$ cat config.mk
export PLATFORM = sky130hd
export DESIGN_NAME = debounced_input_sampler
export DESIGN_NICKNAME = d
export VERILOG_FILES = /design/src/rtl/kabeta_io_pkg.sv /design/src/rtl/input_synchronizer.sv /design/src/rtl/debounced_input_sampler.sv
export SDC_FILE = /design/constraint.sdc
export NUM_CORES = 1
export LEC_CHECK = 0
export ABC_AREA = 1
export CORE_MARGIN = 3
export CORE_UTILIZATION = 55
export DETAILED_ROUTE_END_ITERATION = 16
export PLACE_DENSITY = 0.81
export SLEW_MARGIN = 10
export SYNTH_ARGS = -nofsm -noshare
export SYNTH_HDL_FRONTEND = slang
export SYNTH_SLANG_ARGS = --single-unit
$ cat constraint.sdc
create_clock -name IO_Clock -period 13 [get_ports IO_Clock]
set_input_delay 1.95 -clock IO_Clock [delete_from_list [all_inputs] [get_ports IO_Clock]]
set_output_delay 1.95 -clock IO_Clock [all_outputs]
set_load 0.02 [all_outputs]
$ cat src/rtl/kabeta_io_pkg.sv
// Shared types for the I/O-clock-domain peripherals.
package kabeta_io_pkg;

  typedef enum logic [1:0] {
    IDLE      = 2'd0,
    SEND      = 2'd1,
    WAIT_BUSY = 2'd2,
    WAIT_DONE = 2'd3
  } sampler_state_t;

endpackage

$ cat src/rtl/input_synchronizer.sv
// Per-bit multi-flop synchroniser for asynchronous pin levels.
// Plain flop chain with asynchronous reset to zero; shared by I/O peripherals.
module input_synchronizer #(
  parameter int unsigned WIDTH  = 1,
  parameter int unsigned STAGES = 2
) (
  input  logic             i_clk,
  input  logic             i_rst,
  input  logic [WIDTH-1:0] i_d,
  output logic [WIDTH-1:0] o_q
);

  logic [STAGES-1:0][WIDTH-1:0] r_chain;

  always_ff @(posedge i_clk or posedge i_rst) begin
    if (i_rst) begin
      r_chain <= '0;
    end else begin
      r_chain <= {r_chain[STAGES-2:0], i_d};
    end
  end

  assign o_q = r_chain[STAGES-1];

endmodule

$ cat src/rtl/debounced_input_sampler.sv
// Synchronises and debounces raw pins, then pushes each new stable vector into the
// CDC transmitter, coalescing pending updates so only the latest value is sent.
module debounced_input_sampler
  import kabeta_io_pkg::*;
#(
  parameter int unsigned           DATA_WIDTH      = 32,
  parameter int unsigned           SYNC_STAGES     = 2,
  parameter int unsigned           DEBOUNCE_CYCLES = 1000,
  parameter logic [DATA_WIDTH-1:0] RESET_VALUE     = '0
) (
  input  logic                  IO_Clock,
  input  logic                  IO_Reset,
  input  logic [DATA_WIDTH-1:0] Pin_In,
  input  logic                  IO_Busy,
  output logic [DATA_WIDTH-1:0] IO_WrData,
  output logic                  IO_WrEn,
  output logic [DATA_WIDTH-1:0] Stable_Out,
  output logic                  Coalesced
);

  localparam int unsigned     CNT_W   = $clog2(DEBOUNCE_CYCLES);
  localparam logic [CNT_W-1:0] CNT_MAX = CNT_W'(DEBOUNCE_CYCLES - 1);

  logic [DATA_WIDTH-1:0] w_synced;
  logic [DATA_WIDTH-1:0] r_prev;
  logic [CNT_W-1:0]      r_cnt;
  logic [DATA_WIDTH-1:0] r_stable;
  logic                  r_dirty;
  logic [DATA_WIDTH-1:0] r_wr_data;
  logic                  r_wr_en;
  logic                  r_coalesced;
  sampler_state_t        r_state;
  sampler_state_t        w_next_state;
  logic                  w_match;
  logic                  w_update;
  logic                  w_enter_send;

  input_synchronizer #(
    .WIDTH  (DATA_WIDTH),
    .STAGES (SYNC_STAGES)
  ) u_sync (
    .i_clk (IO_Clock),
    .i_rst (IO_Reset),
    .i_d   (Pin_In),
    .o_q   (w_synced)
  );

  assign w_match  = (w_synced == r_prev);
  assign w_update = w_match && (r_cnt == CNT_MAX) && (w_synced != r_stable);

  // Vector-wide debounce: any flip of any bit restarts the run length.
  always_ff @(posedge IO_Clock or posedge IO_Reset) begin
    if (IO_Reset) begin
      r_prev   <= '0;
      r_cnt    <= '0;
      r_stable <= RESET_VALUE;
    end else begin
      r_prev <= w_synced;
      if (!w_match) begin
        r_cnt <= '0;
      end else if (r_cnt != CNT_MAX) begin
        r_cnt <= r_cnt + CNT_W'(1);
      end
      if (w_update) begin
        r_stable <= w_synced;
      end
    end
  end

  always_ff @(posedge IO_Clock or posedge IO_Reset) begin
    if (IO_Reset) begin
      r_state <= IDLE;
    end else begin
      r_state <= w_next_state;
    end
  end

  always_comb begin
    w_next_state = r_state;
    case (r_state)
      IDLE:      if (r_dirty && !IO_Busy) w_next_state = SEND;
      SEND:      w_next_state = WAIT_BUSY;
      WAIT_BUSY: if (IO_Busy) w_next_state = WAIT_DONE;
      WAIT_DONE: if (!IO_Busy) w_next_state = IDLE;
      default:   w_next_state = IDLE;
    endcase
  end

  assign w_enter_send = (r_state == IDLE) && (w_next_state == SEND);

  // Data and strobe are loaded on entry to SEND so they are valid together for the whole
  // SEND cycle; a Stable update on that same edge re-arms Dirty for a follow-up transfer.
  always_ff @(posedge IO_Clock or posedge IO_Reset) begin
    if (IO_Reset) begin
      r_dirty     <= 1'b0;
      r_wr_data   <= RESET_VALUE;
      r_wr_en     <= 1'b0;
      r_coalesced <= 1'b0;
    end else begin
      r_wr_en     <= w_enter_send;
      r_coalesced <= w_update && r_dirty && !w_enter_send;
      if (w_enter_send) begin
        r_wr_data <= r_stable;
      end
      if (w_update) begin
        r_dirty <= 1'b1;
      end else if (w_enter_send) begin
        r_dirty <= 1'b0;
      end
    end
  end

  assign IO_WrData  = r_wr_data;
  assign IO_WrEn    = r_wr_en;
  assign Stable_Out = r_stable;
  assign Coalesced  = r_coalesced;

endmodule

=== Yosys cells after proc, flatten, opt, wreduce, memory -nomap -nowiden ===
Index checks and enable logic that the tools add are counted.
Widths: inputs -> output; s select.

* Register bits after elaboration: 175
* Output and inout bits: 66

* Add/subtract/negate cells: 1
* Equal/unequal tests: 9
* Mux-type cells: 8
* Reductions and logical operators: 10

{| class="wikitable"
|+ Operators by type and width
! cell !! count
|-
| $eq 32x32->1 || 1
|-
| $ne 32x32->1 || 1
|-
| $mux 10 || 2
|-
| $add 10x1->10 const B || 1
|-
| $eq 10x10->1 const B || 1
|-
| $ne 10x10->1 const B || 1
|-
| $pmux 2 s4 || 1
|-
| $logic_and 1x1->1 || 6
|-
| $mux 2 || 3
|-
| $eq 2x1->1 const B || 2
|-
| $eq 2x2->1 const B || 2
|-
| $logic_not 1->1 || 2
|-
| $logic_not 2->1 || 1
|-
| $mux 1 || 2
|-
| $ne 2x1->1 const B || 1
|-
| $reduce_bool 2->1 || 1
|}

=== Logic depth before layout (Yosys ltp) ===
Gate-level depths: netlist (run 1).

* Depth after elaboration: 8
* Depth in mapped cells: 12

=== Hierarchy ===
Synthesis (run 1) repeated with hierarchy kept, for this count alone.

* Cell total of the unflattened synthesis: 787
* Area total of the unflattened synthesis: 7,179.4 um^2

{| class="wikitable"
|+ By module, submodules not included
! module !! times used !! cells each !! area each (um^2) !! sequential area each (um^2)
|-
| debounced_input_sampler || 1 || 690 || 5,333.9 || 2,777.7
|-
| input_synchronizer || 1 || 97 || 1,845.5 || 1,601.5
|}

=== Least setup slack after synthesis (run 1) ===
No wires, ideal clock.

* Kind: input-to-reg
* From: input port IO_Busy
* To: register r_wr_data[10] (netlist: IO_WrData[10])
* Arrival: 2.734 ns
* Data required time: 12.934 ns
* Slack: 10.200 ns
* Cell stages on the path: 6
* Path buffers: 1
* Path through: inv_1 nand3_1 inv_1 clkbuf_1 nand2_1 nand2_1

* Word-level cells in the longest chain between the ends: 6

{| class="wikitable"
|+ Ends and longest elaborated chain
! item !! RTL line !! text
|-
| start, declared || debounced_input_sampler.sv:14 || <nowiki>input logic IO_Busy,</nowiki>
|-
| $logic_not 1->1 || n/a ||
|-
| $logic_and 1x1->1 || debounced_input_sampler.sv:81 || <nowiki>IDLE: if (r_dirty && !IO_Busy) w_next_state = SEND;</nowiki>
|-
| $mux 2 || debounced_input_sampler.sv:81 ||
|-
| $pmux 2 s4 * || debounced_input_sampler.sv:80 || <nowiki>case (r_state)</nowiki>
|-
| $eq 2x1->1 * || debounced_input_sampler.sv:89 || <nowiki>assign w_enter_send = (r_state == IDLE) && (w_next_state == SEND);</nowiki>
|-
| $logic_and 1x1->1 * || debounced_input_sampler.sv:89 ||
|-
| end signal, assigned || debounced_input_sampler.sv:103 || <nowiki>r_wr_data <= r_stable;</nowiki>
|-
| end, declared || debounced_input_sampler.sv:29 || <nowiki>logic [DATA_WIDTH-1:0] r_wr_data;</nowiki>
|}

Every way passes the cells marked *; elsewhere a longest branch is shown, timed or not.
A chain may end at the register's enable or synchronous reset.

=== Worst setup path after layout (run 1) ===
* From: input port IO_Busy
* To: register r_wr_data[20] (netlist: IO_WrData[20])

Same word-level chain as after synthesis.

==> flow_summary_export.csv, run 1 <==
group,metric,value,unit
synthesis,yosys-mux-area-fraction,0,%
finish,finalNonFillerCells,920,
power,p_leak,4.085,nW
global_route,top_usage_layer,"met2",
detailed_routing,post_drt_wl_per_cell,15.46,µm
sta,rsz0062_at_grt,"no",
synthesis,synth_simple_gate_area_share,21.94,%
synthesis,synth-seq-area-share,65.98,%
finish,final_cell_mix,"nand2_1 (244), dfrtp_1 (175), clkdlybuf4s50_1 (100)",
worst_setup_path,setup.worst_path.end,"IO_WrData[20]",
synthesis,avgSynthCellArea,10.06,µm²
worst_setup_path,cp_cell_sequence,"clkdlybuf4s50_1 -> inv_1 -> nand3_2 -> inv_1 -> nand2_1 -> nand2_1",
sta,final_max_slew_viol_count,0,
worst_setup_path,startpoint,"IO_Busy",
die,io_pins,101,
worst_setup_path,critPathCaptureType,"register",
clock_network,clkLatencyLatePin,0.43,ns
global_route,use_met2,36.98,%
detailed_routing,drt_iter0_markers,396,
synthesis,synth_nets,696,
sta,hold_viol_final,0,
placed_design,dp_hpwl,9187,µm
synthesis,ys_warn_count,0,
sta,worstMarginPinSlew,0.9322,ns
detailed_routing,via_per_inst,5.180,
worst_setup_path,reg2reg_slack,10.45,ns
synthesis,synth_adder_area_share,0.1885,%
clock_network,cts_hold_buf,0,
sta,maxSlewHeadroom,37.85,%
worst_setup_path,cp_num_buf_inv,3,
die,start_util,57.15,%
placed_design,gp_congestion,0.8249,
placed_design,dp.cells,888,
sta,hold-worst-slack,0.3466,ns
clock_network,cts_resized,0,
sta,finClkSkew,0.008755,ns
worst_setup_path,path_max_fanout,44,
global_route,grt_pass1_vias,4791,
worst_setup_path,cp_data_arrival_time,4.38,ns
die,dieArea,13420,µm²
worst_setup_path,crit_slowest_cell,"inv_1",
sta,setup_violations,0,
finish,syn_to_final_growth,25.86,%
clock_network,cts_max_path_buffers,2,
finish,drive_above_1_share,6.049,%
detailed_routing,vias,4766,
finish,mostFrequentLayoutCell,"nand2_1",
synthesis,synth_cell_types,26,
sta,finalSetupTns,0,ns
worst_setup_path,worst_r2r_endpoint,"IO_WrData[20]",
clock_network,clk_pin_slew,0.06,ns
clock_network,cts_max_level,4,
global_route,grt.overflow.total,0,
worst_setup_path,worst_r2r_path_depth,5,
die,die_x,115.9,µm
detailed_routing,antenna_left,0,
clock_network,cts_buffers,17,
placed_design,place_area,7745,µm²
global_route,grt_start_max_net_pins,109,
global_route,met3_usage,6.632,%
worst_setup_path,worst-setup-path-type,"in -> reg",
finish,fin_area,8354,µm²
power,peakVddDrop,0.1067,mV
synthesis,synth_top_family_by_area,"simple AND/OR/NAND/NOR gates",
synthesis,synth_area,6638,µm²
global_route,grt_pass1_wl,23630,µm
global_route,antenna_found_initial,0,
outcome,status,"complete, no violations",
global_route,grt_usage,23.20,%
sta,finalCriticalPeriod,4.012,ns
clock_network,root_buffer,"clkbuf_16",
detailed_routing,drc,0,
worst_setup_path,cp_slowest_stage_delay,0.97,ns
placed_design,io_buffers,100,
min_path,hold_path.class,"reg -> reg",
worst_setup_path,startpoint_type,"input port",
synthesis,synth-compound-area-share,1.810,%
worst_setup_path,worstReg2RegStart,"r_state[0]",
clock_network,cts_tree,"done",
worst_setup_path,crit_required,13.37,ns
die,coreArea,11610,µm²
sta,fmax,249.3,MHz
finish,diodes,0,
synthesis,synth_xor_area_share,5.278,%
die,dieHeight,115.9,µm
detailed_routing,wirelength,14220,µm
detailed_routing,firstDrtPassIters,5,
sta,timing.final.crit_share,30.86,%
clock_network,post_cts_buffers,0,
clock_network,numClockSinks,175,
global_route,grt_use_met1,30.21,%
power,p_per_area,137.0,nW/µm²
worst_setup_path,crit_cells,6,
synthesis,synth.ff_latch_count,175,
synthesis,syn_inst,660,
job,drv_cap,0,
finish,fin_nets,800,
die,row_count,39,
worst_setup_path,cp_top_family,"buffers and inverters",
## cell usage after synthesis
cell        n  share of area (%)
nor2_2      3               0.28
xor2_1     16                2.1
xnor2_1    24                3.2
nand2_2     2               0.19
o21ai_0    17                1.3
nand3_4     1               0.26
nor3_1      3               0.23
nand2_1   244                 14
nand4_1    34                3.2
buf_2       3               0.23
dfrtp_1   175                 66
nor2_8      1               0.30
inv_1      53                3.0
buf_4       3               0.34
buf_6       3               0.51
a21oi_1     7               0.53
ha_1        1               0.19
clkbuf_1    8               0.45
nor3_4      1               0.25
buf_1       1              0.056
nor2_1     48                2.7
clkinv_1    1              0.056
nor3_2      1               0.15
nand3_1     6               0.45
inv_2       3               0.17
nor3b_1     1               0.11
## registers in the layout, indices dropped and copies added (netlist names)
name,flops
r_dirty,1
u_sync.r_chain,32
Stable_Out,32
r_state,2
r_prev,32
IO_WrEn,1
u_sync.o_q,32
Coalesced,1
r_cnt,10
IO_WrData,32
## layout make-up
cell class | count | area [µm²]
multi-input combinational | 410 | 1944
clock buffer | 22 | 474.2
clock inverter | 10 | 135.1
fill | 800 | 3259
tap | 143 | 178.9
inverter | 57 | 219.0
timing repair buffer | 103 | 1023
sequential | 175 | 4379
## per-layer routing
layer / part of all wire, % / wire, µm / vias up
li1: - / - / 2258
met1: 42 / 5902 / 2327
met2: 50 / 7100 / 154
met3: 6.4 / 916 / 27
met4: 2.1 / 300 / 0
met5: 0 / 0 / -
## cell families (layout without fill, tap and decap cells)
kind of cell    Yosys count  after routing
compound gates           24             24
simple gates            345            345
fa+ha+maj                 1              1
buf+inv                  75            192
flops                   175            175
xor+xnor                 40             40
## per-stage QoR
stage	util, %	setup slack (ns)	power (W)
2_1_floorplan	-	6.305	0.0006162
3_3_place_gp	66.69	8.756	0.0006355
3_5_place_dp	66.69	8.584	0.0006391
4_1_cts	71.93	8.990	0.001153
5_1_grt	71.93	8.744	0.001191
6_report	71.93	8.988	0.001145
## worst min path at each step
stage                     slack (ns)              to  cells past startpoint          startpoint
final                           0.35  u_sync.o_q[17]                      0  u_sync.r_chain[17]
after global placement          0.33  u_sync.o_q[12]                      0  u_sync.r_chain[12]
after global routing            0.35   u_sync.o_q[5]                      0   u_sync.r_chain[5]
after detailed placement        0.33  u_sync.o_q[17]                      0  u_sync.r_chain[17]
after CTS                       0.35  u_sync.o_q[17]                      0  u_sync.r_chain[17]
after floorplan                 0.33   u_sync.o_q[0]                      0   u_sync.r_chain[0]
## report_power, final
part            total, W  internal (W)  switching (W)
combinational  0.0000511     0.0000210      0.0000302
clock           0.000516      0.000316       0.000199
sequential      0.000578      0.000564      0.0000139
total            0.00114      0.000901       0.000243
No activity file was read; power rests on OpenSTA's default activity.
==> run 2: changes to the inputs <==
--- a/config.mk
+++ b/config.mk
@@ -7,9 +7,9 @@
 export LEC_CHECK = 0
 export ABC_AREA = 1
 export CORE_MARGIN = 3
-export CORE_UTILIZATION = 55
+export CORE_UTILIZATION = 53
 export DETAILED_ROUTE_END_ITERATION = 16
-export PLACE_DENSITY = 0.81
+export PLACE_DENSITY = 0.79
 export SLEW_MARGIN = 10
 export SYNTH_ARGS = -nofsm -noshare
 export SYNTH_HDL_FRONTEND = slang
==> constraint.sdc (replaced) <==
create_clock -name IO_Clock -period 4 [get_ports IO_Clock]
set_input_delay 0.6 -clock IO_Clock [delete_from_list [all_inputs] [get_ports IO_Clock]]
set_output_delay 0.6 -clock IO_Clock [all_outputs]
set_load 0.02 [all_outputs]
==> run 2 against run 1 <==
Net effect:
- largest power group unchanged
- cell count is 2.9% higher
- sequential cell count stayed put
- sequential share of layout area fell by 0.43 points
- critical endpoint is now Stable_Out[9]
- core utilization fell by 2.4 points
- register-to-register slack lost 8.9 ns
- die area grew 3.6%
==> flow_summary_export.csv, run 2 (synthesis gave the netlist of run 1 again) <==
group,metric,value,unit
sta,finalSetupTns,0,ns
global_route,grt_pass1_wl,24050,µm
sta,rsz0062_at_grt,"no",
die,dieHeight,117.9,µm
sta,final_max_slew_viol_count,0,
clock_network,cts_max_path_buffers,2,
global_route,antenna_found_initial,0,
clock_network,clkLatencyLatePin,0.42,ns
sta,worstMarginPinSlew,0.9597,ns
power,p_leak,4.094,nW
finish,mostFrequentLayoutCell,"nand2_1",
sta,hold_viol_final,0,
detailed_routing,firstDrtPassIters,5,
clock_network,root_buffer,"clkbuf_16",
sta,hold-worst-slack,0.3416,ns
finish,finalNonFillerCells,947,
global_route,grt_usage,21.79,%
placed_design,dp.cells,915,
worst_setup_path,reg2reg_slack,1.51,ns
worst_setup_path,cp_data_arrival_time,2.80,ns
outcome,status,"complete, no violations",
finish,diodes,0,
clock_network,numClockSinks,175,
global_route,grt_pass1_vias,4816,
die,row_count,40,
min_path,min_to,"u_sync.o_q[5]",
worst_setup_path,startpoint_type,"register",
sta,maxSlewHeadroom,35.95,%
detailed_routing,vias,4731,
worst_setup_path,critPathCaptureType,"register",
sta,timing.final.crit_share,62.19,%
die,start_util,54.80,%
worst_setup_path,worstReg2RegStart,"Stable_Out[25]",
clock_network,cts_hold_buf,0,
sta,fmax,402.0,MHz
worst_setup_path,crit_required,4.31,ns
clock_network,cts_max_level,4,
worst_setup_path,path_max_fanout,34,
detailed_routing,drc,0,
placed_design,io_buffers,100,
sta,finalCriticalPeriod,2.488,ns
min_path,hold_path.class,"reg -> reg",
detailed_routing,post_drt_wl_per_cell,15.04,µm
clock_network,cts_resized,0,
finish,syn_to_final_growth,26.90,%
detailed_routing,antenna_left,0,
global_route,grt_start_max_net_pins,103,
min_path,min-delay-start,"u_sync.r_chain[5]",
sta,setup_violations,0,
worst_setup_path,worst_r2r_endpoint,"Stable_Out[9]",
detailed_routing,wirelength,14240,µm
die,die_x,117.9,µm
clock_network,cts_buffers,17,
placed_design,gp_congestion,0.7794,
die,dieArea,13900,µm²
clock_network,cts_tree,"done",
worst_setup_path,worst_r2r_path_depth,12,
clock_network,post_cts_buffers,0,
detailed_routing,via_per_inst,4.996,
global_route,grt.overflow.total,0,
finish,final_cell_mix,"nand2_1 (244), dfrtp_1 (175), clkdlybuf4s50_1 (100)",
worst_setup_path,worst-setup-path-type,"reg -> reg",
finish,fin_nets,802,
finish,drive_above_1_share,6.418,%
placed_design,dp_hpwl,9207,µm
power,peakVddDrop,0.3072,mV
detailed_routing,drt_iter0_markers,389,
die,coreArea,12110,µm²
finish,fillers,878,
min_path,whs_path_depth,0,
clock_network,clk_pin_slew,0.06,ns
sta,finClkSkew,0.006898,ns
die,io_pins,101,
power,p_per_area,442.6,nW/µm²
job,drv_cap,0,
worst_setup_path,startpoint,"Stable_Out[25]",
## run 2: cell type report
cell class / instances / area, µm² / area share (%)
flip-flops and latches: 175 / 4379 / 51.99
clock buffers: 21 / 470.5 / 5.585
inverters: 57 / 217.7 / 2.585
clock inverters: 11 / 137.6 / 1.634
well taps: 168 / 210.2 / 2.496
multi-input cells: 410 / 1944 / 23.08
repair buffers: 105 / 1064 / 12.63
## run 2: worst max path at each step
stage	endpoint	slack (ns)	cells after the start
after floorplan	Coalesced	1.16	1
after global placement	Stable_Out[8]	1.72	12
after detailed placement	Stable_Out[12]	1.60	12
after CTS	Stable_Out[9]	1.50	12
after global routing	Stable_Out[9]	1.25	12
final	Stable_Out[9]	1.51	12
## run 2: critical path: stages (launching register included)
cell and delay (ns):
dfrtp_1 0.42, inv_1 0.07, nand2_1 0.07, nand2_1 0.06, nand2_1 0.07, nor2_1 0.04, nand2_1 0.09, nor2_1 0.06
nand2_1 0.48, buf_4 0.35, nand3_4 0.35, nand2_1 0.23, nand2_1 0.07
## run 2: layer usage
layer / track usage [%] / share of wire [%] / vias to the layer above
met1: 28.07 / 42 / 2321
met2: 35.79 / 52 / 140
met5: 0 / 0 / -
met3: 5.334 / 5.0 / 17
met4: 8.645 / 1.2 / 0
li1: - / - / 2253
## run 2: per-stage QoR
step	instance area, µm²	power [W]	setup slack (ns)	util, %
after detailed placement	7815	0.002084	1.603	64.52
after floorplan	6641	0.002003	1.161	-
after CTS	8423	0.003756	1.503	69.55
final	8423	0.003728	1.512	69.55
after global routing	8423	0.003863	1.252	69.55
after global placement	7815	0.002073	1.722	64.52
## run 2: power breakdown
part	internal (W)	switching, W
combinational	0.0000725	0.000102
clock	0.00103	0.000647
sequential	0.00183	0.0000476
